File: src/rtl/tt_um_ring_johnson_counter.sv
// Parametrised ring / Johnson rotating counter with direction, load,
// illegal-state detection (optional self-correction) and a wrap pulse.
module tt_um_ring_johnson_counter #(
    parameter int WIDTH       = 8,
    parameter bit AUTOCORRECT = 1'b1
) (
    input  logic             clk,
    input  logic             rst,
    input  logic             en,
    input  logic             dir,
    input  logic             mode,
    input  logic             load,
    input  logic [WIDTH-1:0] load_val,
    output logic [WIDTH-1:0] q,
    output logic             wrap,
    output logic             err
);

    logic             mode_q;
    logic [WIDTH-1:0] seed_cur;
    logic [WIDTH-1:0] step_q;
    logic [WIDTH-2:0] trans;
    logic             fb_up;
    logic             fb_dn;
    logic             legal;

    function automatic logic [WIDTH-1:0] seed_of(input logic m);
        return m ? '0 : {{(WIDTH-1){1'b0}}, 1'b1};
    endfunction

    // Johnson mode inverts the bit wrapping around the end of the register.
    always_comb begin
        seed_cur = seed_of(mode_q);
        fb_up    = q[WIDTH-1] ^ mode_q;
        fb_dn    = q[0] ^ mode_q;
        step_q   = dir ? {fb_dn, q[WIDTH-1:1]} : {q[WIDTH-2:0], fb_up};
    end

    // Ring: exactly one bit set. Johnson: at most one adjacent-bit transition.
    always_comb begin
        trans = q[WIDTH-1:1] ^ q[WIDTH-2:0];
        if (mode_q)
            legal = (trans & (trans - (WIDTH-1)'(1))) == '0;
        else
            legal = (q != '0) && ((q & (q - WIDTH'(1))) == '0);
    end

    always_ff @(posedge clk) begin
        if (rst) begin
            q      <= seed_of(mode);
            mode_q <= mode;
            wrap   <= 1'b0;
            err    <= 1'b0;
        end else begin
            wrap <= 1'b0;
            err  <= 1'b0;
            if (mode != mode_q) begin
                q      <= seed_of(mode);
                mode_q <= mode;
            end else if (load) begin
                q <= load_val;
            end else if (en) begin
                if (!legal) err <= 1'b1;
                // Correction lands on the seed silently; only true steps report wrap.
                if (!legal && AUTOCORRECT) begin
                    q <= seed_cur;
                end else begin
                    q    <= step_q;
                    wrap <= (step_q == seed_cur);
                end
            end
        end
    end

endmodule
File: config.mk
export PLATFORM = sky130hd
export DESIGN_NAME = tt_um_ring_johnson_counter
export DESIGN_NICKNAME = d
export VERILOG_FILES = /design/src/rtl/tt_um_ring_johnson_counter.sv
export SDC_FILE = /design/constraint.sdc
export NUM_CORES = 1
export LEC_CHECK = 0
export ABC_CLOCK_PERIOD_IN_PS = 3500
export CAP_MARGIN = 20
export CORE_MARGIN = 3
export CORE_UTILIZATION = 40
export CTS_BUF_LIST = sky130_fd_sc_hd__clkbuf_8
export DETAILED_ROUTE_END_ITERATION = 12
export PLACE_DENSITY = 0.67
export SYNTH_ARGS = -nofsm -noshare
export SYNTH_HDL_FRONTEND = slang
export SYNTH_SLANG_ARGS = --single-unit
File: constraint.sdc
create_clock -name clk -period 3.5 [get_ports clk]
set_clock_uncertainty 0.1 [all_clocks]
set_input_delay 0.35 -clock clk [delete_from_list [all_inputs] [get_ports clk]]
set_output_delay 0.35 -clock clk [all_outputs]
set_load 0.1 [all_outputs]
==> out/qor.yml <==
cpLargestDelayFamily: "compound AO/OA/AOI/OAI gates"
critical_path_required_ps: 3510
io_pins: 24
clock_tree.root_cell: "sky130_fd_sc_hd__clkbuf_8"
grt_usage_pct: 19.4
drtAntennaViolNets: 0
synth_seq_cells: 11
synth_area_leaders: "sky130_fd_sc_hd__edfxtp_1 (29%), sky130_fd_sc_hd__ha_1 (15%), sky130_fd_sc_hd__a32o_1 (7.4%), sky130_fd_sc_hd__nand2_1 (4.4%), sky130_fd_sc_hd__dfxtp_1 (4.2%)"
syn_to_final_growth_pct: 30.9
detailed_place.area_um2: 1190
drt_first_iter_violations: 25
grt-ovfl-total: 0
min-delay-path-class: "primary input to flip-flop"
cts_made_buffers: 3
slew-limit-headroom_pct: 33.1
cts-htree-levels: 1
routed_via_density: 5.61
clk_latency_ps: 240
maxClockFrequency_mhz: 389
power-per-cell-area_nw_per_um2: 447
pre_cts_ws_ps: 955
fin_total_pwr_uw: 554
layout_worst_path_cycle_share_pct: 73.4
cts_tree: "built"
worst_tran_pin_value_ps: 1000
yosys.cell_types.count: 32
report.final.slew_viol_count: 0
die-area_um2: 2990
crit_reg_reg_endpoint: "q[5]"
io_buffers: 23
die_h_um: 54.7
cp_num_buf_inv: 1
routed_wire_length_um: 2480
run_status: "complete, no violations"
grt_start_max_net_pins: 19
worst_setup_path_start_kind: "flip-flop"
cts_resized: 0
final_non_filler_cells: 155
antenna_violations_before_repair: 0
std_cell_rows: 16
crit_path_start: "q[0]"
timing.reg2reg.setup_slack_ps: 930
finalHoldViolCount: 0
setup_ws_ps: 930
layout_min_cycle_time_ps: 2570
grt_setup_unrepaired: "no"
timing.critical_path.arrival_ps: 2580
total_leakage_power_uw: 0.000464
routedWlPerCell_um: 16.0
post_synth_inst_count: 105
cp_num_cells: 7
finalInstanceArea_um2: 1240
sort_of_element_at_the_end_of_the_critical_path: "flip-flop"
timing.max_cap.violations: 0
cts_buffer_depth: 2
synth-warning-count: 0
drt_first_pass_iters: 4
grt_pass1_wl_um: 4080
post_placement_cell_count: 151
post-route-drc-count: 0
synth_top_cell_area_share_pct: 28.5
largest_fanout_on_the_critical_path: 10
hpwl_dp_um: 1920
setup_viol: 0
crit_path_end: "q[5]"
final_weighted_congestion_in_routability_driven_placement: 0.817
nNetsFinal: 154
clkSinkCount: 11
yosysTopAreaCell: "sky130_fd_sc_hd__edfxtp_1"
syn_nets: 130
r2r_start: "q[0]"
synth_seq_area_share_pct: 32.8
ctsHoldBuffers: 0
cts_setup_buffers: 0
post_synth.cell_area_avg_um2: 9.02
synth.cell_area_um2: 947
irDropWorstVdd_v: 0.000283
vias: 869
final_layout_size_suffix_gt1_share_pct: 6.25
worstSetupPathType: "flip-flop to flip-flop"
timing.critical_path.slowest_cell_delay_ps: 550
chipWidth_um: 54.7
reg2regPathDepth: 7
cell_chain_critical_path: "inv_1 -> ha_1 -> or4_4 -> a211oi_1 -> nor2_1 -> o22ai_4 -> a32o_1"
clk_transition_reported_paths_ps: 50
antennaDiodeCount: 0
initial_standard_cell_utilization_of_the_core_pct: 45.1
design.core.area_um2: 2100
timing.setup.tns_ps: 0
vias_in_the_first_global_route: 840
slowest_stage: "sky130_fd_sc_hd__or4_4"
==> worst min path at each step <==
stage               startpoint     end  slack [ps]  depth (start not counted)
finish                      en     err         600                          3
global route                en     err         610                          3
CTS                         en     err         590                          3
detailed placement        q[3]    wrap         640                          2
global placement          q[3]    wrap         650                          2
floorplan                 mode  mode_q         350                          0
==> report_power, final <==
part	internal, µW	switching (µW)	leakage, µW
combinational	91.0	164	0.000318
sequential	154	17.3	0.000119
clock	77.2	50.2	0.0000269
total	323	231	0.000464
==> through the flow <==
step,hold slack (ps),util [%]
after floorplan,349,-
after global placement,647,56.8
after detailed placement,639,56.8
after CTS,593,59.0
after global routing,614,59.0
final,596,59.0
==> metal layers <==
layer,track usage [%],wire length [µm],up-vias
met5,0,0,-
met3,4.90,107,2
met2,27.8,1080,20
li1,-,-,442
met4,4.98,24,0
met1,28.5,1270,405
==> worst min-delay path, stage by stage <==
cell and delay [ps]:
sky130_fd_sc_hd__clkdlybuf4s50_1 440, sky130_fd_sc_hd__nand2_1 70, sky130_fd_sc_hd__nor2_1 40
==> cells in the mapped netlist <==
master                     instances
sky130_fd_sc_hd__a2111o_1          1
sky130_fd_sc_hd__a211o_1           1
sky130_fd_sc_hd__a211oi_1          4
sky130_fd_sc_hd__a211oi_2          1
sky130_fd_sc_hd__a21oi_1           6
sky130_fd_sc_hd__a31oi_1           1
sky130_fd_sc_hd__a32o_1            7
sky130_fd_sc_hd__and3_1            1
sky130_fd_sc_hd__buf_2             1
sky130_fd_sc_hd__clkbuf_1          3
sky130_fd_sc_hd__dfxtp_1           2
sky130_fd_sc_hd__edfxtp_1          9
sky130_fd_sc_hd__ha_1             11
sky130_fd_sc_hd__inv_1             7
sky130_fd_sc_hd__inv_2             2
sky130_fd_sc_hd__nand2_1          11
sky130_fd_sc_hd__nand2b_1          4
sky130_fd_sc_hd__nand3b_1          1
sky130_fd_sc_hd__nand4_1           2
sky130_fd_sc_hd__nor2_1            8
sky130_fd_sc_hd__nor2b_1           1
sky130_fd_sc_hd__nor4_1            1
sky130_fd_sc_hd__nor4b_1           1
sky130_fd_sc_hd__o21a_1            1
sky130_fd_sc_hd__o21ai_0           8
sky130_fd_sc_hd__o21ai_1           2
sky130_fd_sc_hd__o221ai_1          1
sky130_fd_sc_hd__o22ai_1           1
sky130_fd_sc_hd__o22ai_4           1
sky130_fd_sc_hd__or3_1             1
sky130_fd_sc_hd__or4_4             1
sky130_fd_sc_hd__xnor2_1           3
==> final cells by class <==
type                            count  area, µm²
Clock inverter                      1       3.75
Clock buffer                        3       41.3
Multi-Input combinational cell     81        587
Sequential cell                    11        310
Timing Repair Buffer               23        230
Fill cell                         196        862
Tap cell                           27       33.8
Inverter                            9       33.8
==> sequential cells by signal, indices dropped and copies added, names as in the netlist <==
signal and flops:
mode_q 1, q 8, err 1, wrap 1
==> cells in the final DEF (no fill, tap or decap) <==
cell and count:
sky130_fd_sc_hd__o22ai_4 1, sky130_fd_sc_hd__nor2b_1 1, sky130_fd_sc_hd__o21ai_0 8, sky130_fd_sc_hd__xnor2_1 3
sky130_fd_sc_hd__o21ai_1 2, sky130_fd_sc_hd__a211oi_2 1, sky130_fd_sc_hd__inv_2 2, sky130_fd_sc_hd__nand4_1 2
sky130_fd_sc_hd__or3_1 1, sky130_fd_sc_hd__a32o_1 7, sky130_fd_sc_hd__a2111o_1 1, sky130_fd_sc_hd__nor2_1 8
sky130_fd_sc_hd__nand2b_1 4, sky130_fd_sc_hd__a211o_1 1, sky130_fd_sc_hd__nand3b_1 1, sky130_fd_sc_hd__nor4b_1 1
sky130_fd_sc_hd__a21oi_1 6, sky130_fd_sc_hd__nor4_1 1, sky130_fd_sc_hd__o221ai_1 1, sky130_fd_sc_hd__nand2_1 11
sky130_fd_sc_hd__inv_1 8, sky130_fd_sc_hd__ha_1 11, sky130_fd_sc_hd__o22ai_1 1, sky130_fd_sc_hd__edfxtp_1 9
sky130_fd_sc_hd__a31oi_1 1, sky130_fd_sc_hd__dfxtp_1 2, sky130_fd_sc_hd__or4_4 1, sky130_fd_sc_hd__clkdlybuf4s50_1 23
sky130_fd_sc_hd__and3_1 1, sky130_fd_sc_hd__o21a_1 1, sky130_fd_sc_hd__a211oi_1 4, sky130_fd_sc_hd__clkbuf_8 3
==> kinds of logic (layout without fill, tap and decap cells) <==
family | Yosys count | count (layout) | share of synthesized area, %
flops | 11 | 11 | 32.8
compound gates | 35 | 35 | 27.6
fa+ha+maj | 11 | 11 | 14.5
xor+xnor | 3 | 3 | 2.77
simple gates | 32 | 32 | 17.0
buf+inv | 13 | 36 | 5.28
Power figures use the tool's default switching activity.
